==> config.mk <==
export PLATFORM = sky130hd
export DESIGN_NAME = cpu_trace_buffer_flat
export DESIGN_NICKNAME = d
export VERILOG_FILES = /design/src/rtl/cpu_trace_buffer_if.sv /design/src/rtl/cpu_trace_buffer.sv /design/src/flat_wrapper.sv
export SDC_FILE = /design/constraint.sdc
export NUM_CORES = 1
export LEC_CHECK = 0
export BUFFER_PORTS_ARGS = -buffer_cell sky130_fd_sc_hd__buf_2
export CAP_MARGIN = 20
export CORE_MARGIN = 5
export CORE_UTILIZATION = 40
export DETAILED_ROUTE_END_ITERATION = 10
export PLACE_DENSITY = 0.58
export SLEW_MARGIN = 20
export SYNTH_ARGS = -nofsm -noshare
export SYNTH_HDL_FRONTEND = slang
export SYNTH_SLANG_ARGS = --single-unit
==> constraint.sdc <==
create_clock -name clk -period 26.5 [get_ports clk]
set_clock_uncertainty 0.15 [all_clocks]
set_input_delay 5.3 -clock clk [delete_from_list [all_inputs] [get_ports clk]]
set_output_delay 5.3 -clock clk [all_outputs]
set_load 0.02 [all_outputs]
==> src/rtl/cpu_trace_buffer_if.sv <==
// Commit-side and readout-side bus of the CPU trace buffer.
// master: CPU commit source plus debug host; slave: the trace buffer itself.
interface cpu_trace_buffer_if #(
    parameter int ADDR_W  = 32,
    parameter int INSTR_W = 32,
    parameter int DATA_W  = 32,
    parameter int RF_AW   = 5,
    parameter int TS_W    = 16
);
    // Commit port, fed from PC, instruction memory and regfile write port
    logic               cm_valid;
    logic [ADDR_W-1:0]  cm_pc;
    logic [INSTR_W-1:0] cm_instr;
    logic               cm_we;
    logic [RF_AW-1:0]   cm_waddr;
    logic [DATA_W-1:0]  cm_wdata;

    // Readout port, drained by the debug host
    logic               rd_valid;
    logic               rd_ready;
    logic [ADDR_W-1:0]  rd_pc;
    logic [INSTR_W-1:0] rd_instr;
    logic               rd_we;
    logic [RF_AW-1:0]   rd_waddr;
    logic [DATA_W-1:0]  rd_wdata;
    logic [TS_W-1:0]    rd_ts;

    modport master (
        output cm_valid, cm_pc, cm_instr, cm_we, cm_waddr, cm_wdata,
        output rd_ready,
        input  rd_valid, rd_pc, rd_instr, rd_we, rd_waddr, rd_wdata, rd_ts
    );

    modport slave (
        input  cm_valid, cm_pc, cm_instr, cm_we, cm_waddr, cm_wdata,
        input  rd_ready,
        output rd_valid, rd_pc, rd_instr, rd_we, rd_waddr, rd_wdata, rd_ts
    );
endinterface

==> src/rtl/cpu_trace_buffer.sv <==
// Commit-trace capture unit for the MIPS core.
// Records retired instructions {pc, instr, we, waddr, wdata, ts} into a
// DEPTH-entry buffer with optional PC trigger, ring / stop-when-full modes,
// and drains oldest-first through a valid/ready readout port.
// Optional feature macro: TRACE_FILTER_EN -- record only commits that write
// a non-zero register.
module cpu_trace_buffer #(
    parameter int ADDR_W  = 32,
    parameter int INSTR_W = 32,
    parameter int DATA_W  = 32,
    parameter int RF_AW   = 5,
    parameter int DEPTH   = 16,
    parameter int TS_W    = 16
) (
    input  logic                     clk,
    input  logic                     rst,
    input  logic                     arm,
    input  logic                     stop,
    input  logic                     mode,
    input  logic                     trig_en,
    input  logic [ADDR_W-1:0]        trig_pc,
    cpu_trace_buffer_if.slave        bus,
    output logic [$clog2(DEPTH):0]   count,
    output logic [1:0]               state_o,
    output logic                     overflow
);

    localparam int PW = $clog2(DEPTH);
    localparam int CW = PW + 1;
    localparam logic [CW-1:0] FULL_CNT = CW'(DEPTH);
    localparam logic [CW-1:0] LAST_CNT = CW'(DEPTH - 1);

    typedef enum logic [1:0] {
        IDLE    = 2'd0,
        ARMED   = 2'd1,
        CAPTURE = 2'd2,
        DONE    = 2'd3
    } state_t;

    typedef struct packed {
        logic [ADDR_W-1:0]  pc;
        logic [INSTR_W-1:0] instr;
        logic               we;
        logic [RF_AW-1:0]   waddr;
        logic [DATA_W-1:0]  wdata;
        logic [TS_W-1:0]    ts;
    } entry_t;

    entry_t          mem [DEPTH];
    state_t          state_q;
    logic [PW-1:0]   wr_ptr_q;
    logic [PW-1:0]   rd_ptr_q;
    logic [CW-1:0]   count_q;
    logic [TS_W-1:0] ts_q;
    logic            overflow_q;

    logic rec;
    logic trig_hit;
    logic full;
    logic pop;
    logic wr_en;
    logic rd_valid;

    // Decode this cycle's commit: recordable, trigger match, and whether it lands in memory
    always_comb begin
        rec      = 1'b0;
        trig_hit = 1'b0;
        full     = 1'b0;
        pop      = 1'b0;
        wr_en    = 1'b0;
        rd_valid = 1'b0;
`ifdef TRACE_FILTER_EN
        rec      = bus.cm_valid && bus.cm_we && (bus.cm_waddr != '0);
`else
        rec      = bus.cm_valid;
`endif
        trig_hit = bus.cm_valid && (bus.cm_pc == trig_pc);
        full     = (count_q == FULL_CNT);
        rd_valid = (state_q == DONE) && (count_q != '0);
        pop      = rd_valid && bus.rd_ready;
        // A full buffer in stop-when-full mode drops the commit instead of writing it
        wr_en    = !arm && rec &&
                   (((state_q == CAPTURE) && !(full && !mode)) ||
                    ((state_q == ARMED) && trig_hit));
    end

    // Trace memory: written on record, no reset (contents are don't-care)
    always_ff @(posedge clk) begin
        if (rst && wr_en) begin
            mem[wr_ptr_q] <= '{pc:    bus.cm_pc,
                               instr: bus.cm_instr,
                               we:    bus.cm_we,
                               waddr: bus.cm_waddr,
                               wdata: bus.cm_wdata,
                               ts:    ts_q};
        end
    end

    // Session FSM with pointers, occupancy, timestamp and sticky overflow
    always_ff @(posedge clk) begin
        if (!rst) begin
            state_q    <= IDLE;
            wr_ptr_q   <= '0;
            rd_ptr_q   <= '0;
            count_q    <= '0;
            ts_q       <= '0;
            overflow_q <= 1'b0;
        end else if (arm) begin
            state_q    <= trig_en ? ARMED : CAPTURE;
            wr_ptr_q   <= '0;
            rd_ptr_q   <= '0;
            count_q    <= '0;
            ts_q       <= '0;
            overflow_q <= 1'b0;
        end else begin
            unique case (state_q)
                IDLE: begin
                end
                ARMED: begin
                    ts_q <= ts_q + 1'b1;
                    if (wr_en) begin
                        wr_ptr_q <= wr_ptr_q + 1'b1;
                        count_q  <= count_q + 1'b1;
                    end
                    if (stop) begin
                        state_q <= DONE;
                    end else if (trig_hit) begin
                        state_q <= CAPTURE;
                    end
                end
                CAPTURE: begin
                    ts_q <= ts_q + 1'b1;
                    if (rec) begin
                        if (full) begin
                            // Ring mode overwrites the oldest; otherwise the commit is dropped
                            if (mode) begin
                                wr_ptr_q <= wr_ptr_q + 1'b1;
                                rd_ptr_q <= rd_ptr_q + 1'b1;
                            end
                            overflow_q <= 1'b1;
                        end else begin
                            wr_ptr_q <= wr_ptr_q + 1'b1;
                            count_q  <= count_q + 1'b1;
                            if (!mode && (count_q == LAST_CNT)) begin
                                state_q <= DONE;
                            end
                        end
                    end
                    if (stop) begin
                        state_q <= DONE;
                    end
                end
                DONE: begin
                    if (pop) begin
                        rd_ptr_q <= rd_ptr_q + 1'b1;
                        count_q  <= count_q - 1'b1;
                    end
                end
                default: begin
                    state_q <= IDLE;
                end
            endcase
        end
    end

    assign bus.rd_valid = rd_valid;
    assign bus.rd_pc    = mem[rd_ptr_q].pc;
    assign bus.rd_instr = mem[rd_ptr_q].instr;
    assign bus.rd_we    = mem[rd_ptr_q].we;
    assign bus.rd_waddr = mem[rd_ptr_q].waddr;
    assign bus.rd_wdata = mem[rd_ptr_q].wdata;
    assign bus.rd_ts    = mem[rd_ptr_q].ts;

    assign count    = count_q;
    assign state_o  = state_q;
    assign overflow = overflow_q;

endmodule

==> src/flat_wrapper.sv <==
// flat-port wrapper written by rule: the top's interface ports become plain ports
module cpu_trace_buffer_flat 
#(
    parameter int ADDR_W  = 32,
    parameter int INSTR_W = 32,
    parameter int DATA_W  = 32,
    parameter int RF_AW   = 5,
    parameter int DEPTH   = 16,
    parameter int TS_W    = 16
)
  (clk, rst, arm, stop, mode, trig_en, trig_pc, count, state_o, overflow, bus_cm_valid, bus_cm_pc, bus_cm_instr, bus_cm_we, bus_cm_waddr, bus_cm_wdata, bus_rd_ready, bus_rd_valid, bus_rd_pc, bus_rd_instr, bus_rd_we, bus_rd_waddr, bus_rd_wdata, bus_rd_ts);
  cpu_trace_buffer_if #(.ADDR_W(ADDR_W), .INSTR_W(INSTR_W), .DATA_W(DATA_W), .RF_AW(RF_AW), .TS_W(TS_W)) bus_i ();
  input  logic clk;
  input  logic rst;
  input  logic arm;
  input  logic stop;
  input  logic mode;
  input  logic trig_en;
  input  logic [ADDR_W-1:0] trig_pc;
  output logic [$clog2(DEPTH):0] count;
  output logic [1:0] state_o;
  output logic overflow;
  input wire logic [$bits(bus_i.cm_valid)-1:0] bus_cm_valid;
  input wire logic [$bits(bus_i.cm_pc)-1:0] bus_cm_pc;
  input wire logic [$bits(bus_i.cm_instr)-1:0] bus_cm_instr;
  input wire logic [$bits(bus_i.cm_we)-1:0] bus_cm_we;
  input wire logic [$bits(bus_i.cm_waddr)-1:0] bus_cm_waddr;
  input wire logic [$bits(bus_i.cm_wdata)-1:0] bus_cm_wdata;
  input wire logic [$bits(bus_i.rd_ready)-1:0] bus_rd_ready;
  output wire logic [$bits(bus_i.rd_valid)-1:0] bus_rd_valid;
  output wire logic [$bits(bus_i.rd_pc)-1:0] bus_rd_pc;
  output wire logic [$bits(bus_i.rd_instr)-1:0] bus_rd_instr;
  output wire logic [$bits(bus_i.rd_we)-1:0] bus_rd_we;
  output wire logic [$bits(bus_i.rd_waddr)-1:0] bus_rd_waddr;
  output wire logic [$bits(bus_i.rd_wdata)-1:0] bus_rd_wdata;
  output wire logic [$bits(bus_i.rd_ts)-1:0] bus_rd_ts;
  assign bus_i.cm_valid = bus_cm_valid;
  assign bus_i.cm_pc = bus_cm_pc;
  assign bus_i.cm_instr = bus_cm_instr;
  assign bus_i.cm_we = bus_cm_we;
  assign bus_i.cm_waddr = bus_cm_waddr;
  assign bus_i.cm_wdata = bus_cm_wdata;
  assign bus_i.rd_ready = bus_rd_ready;
  assign bus_rd_valid = bus_i.rd_valid;
  assign bus_rd_pc = bus_i.rd_pc;
  assign bus_rd_instr = bus_i.rd_instr;
  assign bus_rd_we = bus_i.rd_we;
  assign bus_rd_waddr = bus_i.rd_waddr;
  assign bus_rd_wdata = bus_i.rd_wdata;
  assign bus_rd_ts = bus_i.rd_ts;
  cpu_trace_buffer #(.ADDR_W(ADDR_W), .INSTR_W(INSTR_W), .DATA_W(DATA_W), .RF_AW(RF_AW), .DEPTH(DEPTH), .TS_W(TS_W)) u_core (.clk(clk), .rst(rst), .arm(arm), .stop(stop), .mode(mode), .trig_en(trig_en), .trig_pc(trig_pc), .bus(bus_i), .count(count), .state_o(state_o), .overflow(overflow));
endmodule
==> Word level (Yosys, flattened, before mapping) <==
Memory sizes are Yosys's and may differ from the RTL's. A register that Yosys moved wholly into a read port is not among the register bits.
Index checks and enable logic that the tools add are counted.
{ "totals": {"regBits": 32, "ramBits": 1888, "in_bits": 142, "output_inout_bits": 127, "word_cells": 84, "n_memories": 1} }
{ "mem_list": {"columns": ["name", "depth", "width", "read_ports", "rd_clocked_by_memory_dff", "wr", "line", "source"], "rows": [
  ["u_core.mem", 16, 118, 1, 1, 1, "cpu_trace_buffer.sv:49", "entry_t mem [DEPTH];"]
]} }
{ "classes": {"n_addsub": 5, "eq_ne": 17, "muxes": 28, "bitwise_logic": 1, "n_reduce_logical": 26} }
{ "op_table": {"columns": ["operator", "n"], "rows": [
  ["2-to-1 mux 4 bit", 10],
  ["== test 32 bit", 1],
  ["2-to-1 mux 5 bit", 4],
  ["adder 16 x 1 -> 16 bit, second input constant", 1],
  ["2-to-1 mux 2 bit", 8],
  ["one-hot mux 4 bit (2 select lines)", 2],
  ["one-hot mux 5 bit (3 select lines)", 1],
  ["AND reduction 5 bit", 3],
  ["inequality test 4 bit, second input constant", 3],
  ["logical AND 1 bit", 10],
  ["adder 4 x 1 -> 4 bit, second input constant", 2],
  ["inequality test 2 x 1 -> 1 bit, second input constant", 3],
  ["inequality test 2 bit, second input constant", 3],
  ["nonzero test 3 bit", 2],
  ["adder 5 x 1 -> 5 bit, second input constant", 1],
  ["== test 5 x 4 -> 1 bit, second input constant", 1],
  ["== test 5 bit, second input constant", 1],
  ["nonzero test 5 bit", 1],
  ["subtractor 5 x 1 -> 5 bit, second input constant", 1],
  ["== test 2 bit, second input constant", 2],
  ["inequality test 4 x 3 -> 1 bit, second input constant", 1],
  ["one-hot mux 2 bit (2 select lines)", 1],
  ["AND reduction 4 bit", 1],
  ["nonzero test 2 bit", 2],
  ["other kinds (8)", 12]
]} }

==> Logic depth before layout (Yosys ltp) <==
Gate-level depths: netlist (run 1).
{ "depth": {"word_depth": 9, "mapped_depth": 9, "ltp_nobuf": 9} }

==> Worst setup path before layout (run 1) <==
Ideal clock, no wire load.
{ "synth_timing": {"path_kind": "input port to flip-flop", "start": "in trig_pc[15]", "end": "mem u_core.mem[12][0] (netlist name), enable pin", "setup_ns": 0.596, "arrival_ns": 11.576, "t_required_ns": 25.754, "slack_ns": 14.178, "cell_stages": 6, "path_buffers": 0, "cell_sequence": "xor2_1 nor4_1 nand3_1 o41ai_1 nand3_1 nor2_1"} }
{ "synth_between": {"elab_chain_len": 8} }
{ "synth_lines": {"columns": ["element", "line", "source"], "rows": [
  ["from (decl)", "flat_wrapper.sv:19", "input logic [ADDR_W-1:0] trig_pc;"],
  ["== test 32 bit", "cpu_trace_buffer.sv:77", "trig_hit = bus.cm_valid && (bus.cm_pc == trig_pc);"],
  ["logical AND 1 bit", "cpu_trace_buffer.sv:77", null],
  ["logical AND 1 bit", "cpu_trace_buffer.sv:84", "((state_q == ARMED) && trig_hit));"],
  ["logical OR 1 bit", "cpu_trace_buffer.sv:83", "(((state_q == CAPTURE) && !(full && !mode)) ||"],
  ["logical AND 1 bit", "cpu_trace_buffer.sv:82", "wr_en = !arm && rec &&"],
  ["logical AND 1 bit", "cpu_trace_buffer.sv:89", "if (rst && wr_en) begin"],
  ["2-to-1 mux 1 bit", "cpu_trace_buffer.sv:89", null],
  ["2-to-1 mux 1 bit (implied by the code)", "cpu_trace_buffer.sv:90", "mem[wr_ptr_q] <= '{pc: bus.cm_pc,"],
  ["to (decl)", "cpu_trace_buffer.sv:49", null]
]} }
No other way between the ends.

==> metrics, run 1 <==
vias in the first global route 33800; worst setup slack after layout 15.44 ns; # fillers 14800; TritonRoute pass-1 iters 5; Distinct cells, synth 48; crit start category register; Fmax 0.0904 GHz; dpl hpwl about 94000 um; fin crit share between 40% and 50%; Net Count, Synth 3069; die area ~190000 um2; worst slack, placed 14.83 ns; Sink Count slightly below 2000; Multi-input gate area 15100 um2; Synth Cell Area roughly 73000 um2; worst path cell trace buf_16, buf_4, buf_4, buf_4, mux4_2, mux4_2, buf_2; CP max stage delay roughly 0.85 ns; chip height 437 um; number of synthesized register bits 1924; clock buffer depth 3; Gates resized, CTS repair 0; row cnt 156; hold_buf cts 0; worst slew pin tran 1.13 ns; Tot GR Track Use 18.1%; crit path kind reg2out; vias per cell 5.60; syn avg cell area around 25 um2; Slew Limit Fails 0; Seq/Total Area, Yosys 78.6%; root buf cell clkbuf_16; DRT antenna net count 0; number of synthesized flops with an enable pin between 1500 and 2000; layout cells sized above 1 a little over a third; grt ovf 0; final number of hold-violating endpoints 0; CP max FO 65; CTS tree built; largest net degree at the start of global routing 119; FF+latch area 57400 um2; WL per Instance 29.8 um; CTS Buf Count roughly 190; Post-synth ARST share 0%; Critical-path top delay cell buf_4; placer congestion estimate 0.737; peak supply drop 0.0000708 V; GRT busiest layer met2; top_reg_cell synth edfxtp_1; # IOs 269; crit path time final 11.06 ns; CP delay by family, top buffers and inverters; static leakage 25.4 nW; Worst-path clk slew 0.06 ns; drc violations 0; Worst path most repeated cell buf_4; H-tree Lvls 4; setup TNS 0 ns; cell taking the most area after synthesis edfxtp_1; Yosys warning total 0; first-pass GRT wire length 250000 um; nets 3453; core area approximately 180000 um2; area delta synth->final 14.3%; clk_lat worst skew slightly above 0.8 ns; Slew headroom 24.6%; HP Class reg2reg; PD cells 72.3 nW/um2; Setup crit end kind output pin; met2 Use GR 28.8%; Chip Width 437 um; count of buffer and inverter cells on the critical path 5; initial core utilization slightly above 40%; # port buffers 268; Final setup viols 0; post-CTS setup buffers 0; DR vias 32700; WP data arrival 5.61 ns; list of most frequent post-synthesis cells edfxtp_1 (1888), mux4_2 (590), clkbuf_1 (71); Yosys top cell area share 77.6%; top-count cell post-synth edfxtp_1; grt met3 use 3.80%; initial detailed-routing violation count between 3000 and 4000; max-cap check violation count 0; GR Util met1 26.0%; initial antenna violation count 34; Critical Path RT 21.05 ns; RSZ-0062 raised after global routing false; ranking of synthesized cells by area edfxtp_1 (78%), mux4_2 (18%), dfxtp_1 (0.99%), xor2_1 (0.54%), clkbuf_1 (0.36%); synthesized instance count about 2900; status complete, no violations; WL final 174000 um
[registers in the layout (all words and copies together), names as in the netlist, named ones only]
name and cells:
u_core.count 5, u_core.mem 1888, u_core.overflow 1, u_core.rd_ptr_q 4
u_core.state_o 2, u_core.ts_q 16, u_core.wr_ptr_q 4
[final cells by class]
type,count,share of cell area (%)
Tap cell,2370,3.55
Clock buffer,247,6.13
Timing Repair Buffer,331,2.28
Inverter,13,0.0585
Clock inverter,104,1.06
Sequential cell,1924,68.8
Multi-Input combinational cell,835,18.1
Antenna cell,9,0.0270
[metrics by stage]
stage	power, mW	utilization, %	hold slack (ns)	area, um2	cells
6_report	6.03	46.1	0.349	83400	5833
4_1_cts	6.09	46.0	0.348	83300	5821
3_3_place_gp	3.50	42.7	0.334	77300	5470
3_5_place_dp	3.50	42.7	0.337	77300	5470
2_1_floorplan	3.44	-	0.305	73000	2913
5_1_grt	6.23	46.1	0.358	83400	5825
[tightest hold or removal path, stage by stage, from the launching register on]
cell and delay (ns):
dfxtp_1 0.33, nand2_1 0.06, mux2i_1 0.06
[logic make-up (layout without fill, tap and decap cells)]
| logic type | Yosys count | in the layout | share of synthesized area (%) |
|---|---|---|---|
| fa+ha+maj | 14 | 14 | 0.250 |
| flops | 1924 | 1924 | 78.6 |
| buf+inv | 154 | 695 | 0.920 |
| mux | 601 | 601 | 18.4 |
| simple gates | 135 | 135 | 0.927 |
| xor+xnor | 51 | 51 | 0.612 |
| other cells | 0 | 9 | 0 |
| compound gates | 34 | 34 | 0.326 |
[routing by layer]
layer | vias up | share of wire (%) | routed length (um)
li1 | 13400 | - | -
met1 | 17900 | 43 | 74800
met2 | 1061 | 49 | 84300
met3 | 242 | 6.4 | 11100
met4 | 14 | 2.0 | 3410
met5 | - | 0.048 | 84
[report_power, final]
part | internal [mW] | switching (mW) | leakage [nW]
registers | 3.34 | 0.00338 | 17.5
clock network | 1.48 | 1.12 | 2.93
logic | 0.0249 | 0.0719 | 5.00
[cell usage in the layout (no fill, tap or decap), types with 6 or more instances in the layout]
cell,instances
edfxtp_1,1888
mux4_2,590
buf_2,268
clkbuf_16,196
buf_4,57
clkbuf_1,49
xor2_1,45
clkinv_1,42
clkinv_2,33
dfxtp_1,32
nor2_1,29
nand2_1,24
nand3_1,16
nor2_4,16
inv_1,13
ha_1,13
nor4_1,12
bufinv_16,12
a21oi_1,11
diode_2,9
mux2i_1,9
nor3_1,7
xnor2_1,6
o21ai_0,6
[final timing paths]
check / from / endpoint / slack (ns) / depth (start not counted)
min reg2reg: u_core.wr_ptr_q[2]$_SDFFE_PP0P_ / u_core.wr_ptr_q[2]$_SDFFE_PP0P_ / 0.35 / 2
max: register / bus_rd_wdata[31] / 15.44 / 7
max reg2reg: u_core.state_o[0]$_SDFFE_PN0P_ / u_core.mem[0][71]$_DFFE_PP_ / 21.30 / 7
min: u_core.wr_ptr_q[2]$_SDFFE_PP0P_ / u_core.wr_ptr_q[2]$_SDFFE_PP0P_ / 0.35 / 2
Note: power is estimated with default switching activity, not from simulation.
==> inputs of run 2 (changes only) <==
Clock period 26.5 ns to 10.8 ns, I/O delays scaled along.
==> metrics, run 2 (same netlist as run 1, synthesis figures left out) <==
register name with the most flops u_core.mem; Sink Count just under 2000; DR vias approximately 32000; Worst path most repeated cell nand3_1; DRT antenna net count 0; H-tree Lvls 4; WHS 0.348 ns; Hold Startpoint u_core.overflow$_SDFFE_PP0P_; worst path cell trace buf_2, xor2_1, nor4_1, nand3_1, o41ai_1, nand3_1, nor2_4, buf_12; WL final between 150000 and 200000 um; status complete, no violations; row cnt roughly 160; internal reg-to-reg setup slack 6.18 ns; Critical Path RT 11.07 ns; crit start category input pin; WL per Instance 29.3 um; area delta synth->final 14.5%; placed cell count 5461; Setup crit end kind register; Slew Limit Fails 0; count of buffer and inverter cells on the critical path 2; Critical-path top delay cell nor2_4; crit path kind in2reg; PnR Total Power between 10 and 15 mW; fin crit share between 60 and 70%; root buf cell clkbuf_16; DP Area 77500 um2; Final Non-Filler Cells about 5800; largest net degree at the start of global routing ~150; Tot GR Track Use ~18%; TritonRoute pass-1 iters 7; Final setup viols 0; vias per cell 5.54; final number of hold-violating endpoints 0; nets 3442; max reg flops 1888; max-cap check violation count 0; most common cell after layout, fill and taps aside edfxtp_1; design area 83600 um2; Chip Width 437 um; core area 181000 um2; die area 191000 um2; CP max stage delay 1.08 ns; most frequent cells in the layout edfxtp_1 (1888), mux4_2 (590), buf_2 (268); post-CTS setup buffers 0; Util after Layout ~46%; layout cells sized above 1 35.0%; initial core utilization between 40% and 50%; initial antenna violation count 30; hold depth 2; peak supply drop 0.000135 V; CTS tree built; dpl hpwl 92200 um; WP data arrival 7.20 ns; Crit Reg-Reg Startpoint u_core.state_o[1]$_SDFFE_PN0P_; static leakage 25.0 nW; # IOs 269; Crit Reg-Reg Endpoint u_core.mem[7][14]$_DFFE_PP_; HP Class reg2reg; RSZ-0062 raised after global routing false; vias in the first global route 33700; Worst-path clk slew 0.06 ns; CP delay by family, top simple AND/OR/NAND/NOR gates; CP max FO 96; drc violations 0; CTS Buf Count just under 200; Gates resized, CTS repair 0; clock buffer depth 3; Hold EP u_core.overflow$_SDFFE_PP0P_; R2R cell count 7; Fmax ~0.14 GHz; crit path time final between 6 and 7 ns; Slew headroom 25.3%; worst slack, placed 3.09 ns; hold_buf cts 0; chip height 437 um; clk_lat worst skew 0.82 ns; PD cells 178 nW/um2; grt ovf 0; initial detailed-routing violation count 3140; setup TNS 0 ns; placer congestion estimate 0.723; worst slew pin tran 1.12 ns; worst setup slack after layout 3.87 ns; # port buffers 268; first-pass GRT wire length 246000 um
-- run 2: power breakdown --
group / total [mW] / leakage (nW) / switching [mW] / internal [mW]
registers: 8.20 / 17.2 / 0.00788 / 8.19
logic: 0.242 / 4.92 / 0.180 / 0.0619
clock network: 6.43 / 2.97 / 2.82 / 3.61
-- run 2: worst reg2reg max path: cells and delay by family (launching register included) --
kind	cells	cell delay [ns]
buffers and inverters	3	0.96
AOI/OAI and AO/OA	1	0.56
and+or+nand+nor	2	1.81
adders and majority gates	1	0.27
DFF	1	0.35
-- run 2: area by class of cell --
class / count / area [um2]
Antenna cell: 10 / 25.0
Clock buffer: 240 / 5010
Clock inverter: 116 / 1130
Fill cell: 14800 / 97500
Inverter: 13 / 48.8
Multi-Input combinational cell: 835 / 15100
Sequential cell: 1924 / 57400
Tap cell: 2370 / 2970
Timing Repair Buffer: 319 / 1960
-- run 2: worst max path at each step --
stage	cells past startpoint	from	slack [ns]	endpoint
floorplan	6	trig_pc[15]	1.62	u_core.mem[14][0]$_DFFE_PP_
global placement	8	bus_cm_pc[30]	3.13	u_core.mem[13][40]$_DFFE_PP_
detailed placement	8	bus_cm_pc[30]	3.09	u_core.mem[13][40]$_DFFE_PP_
CTS	8	bus_cm_pc[30]	3.94	u_core.mem[13][40]$_DFFE_PP_
global route	8	bus_cm_pc[30]	3.71	u_core.mem[13][40]$_DFFE_PP_
finish	8	bus_cm_pc[30]	3.87	u_core.mem[7][14]$_DFFE_PP_
-- run 2: layer usage --
metal	vias to the layer above	wire, um	track usage (%)
met1	17800	74400	25.5
met4	8	2550	3.12
met3	198	9560	3.62
li1	13400	-	-
met5	-	54	0
met2	912	84300	28.8
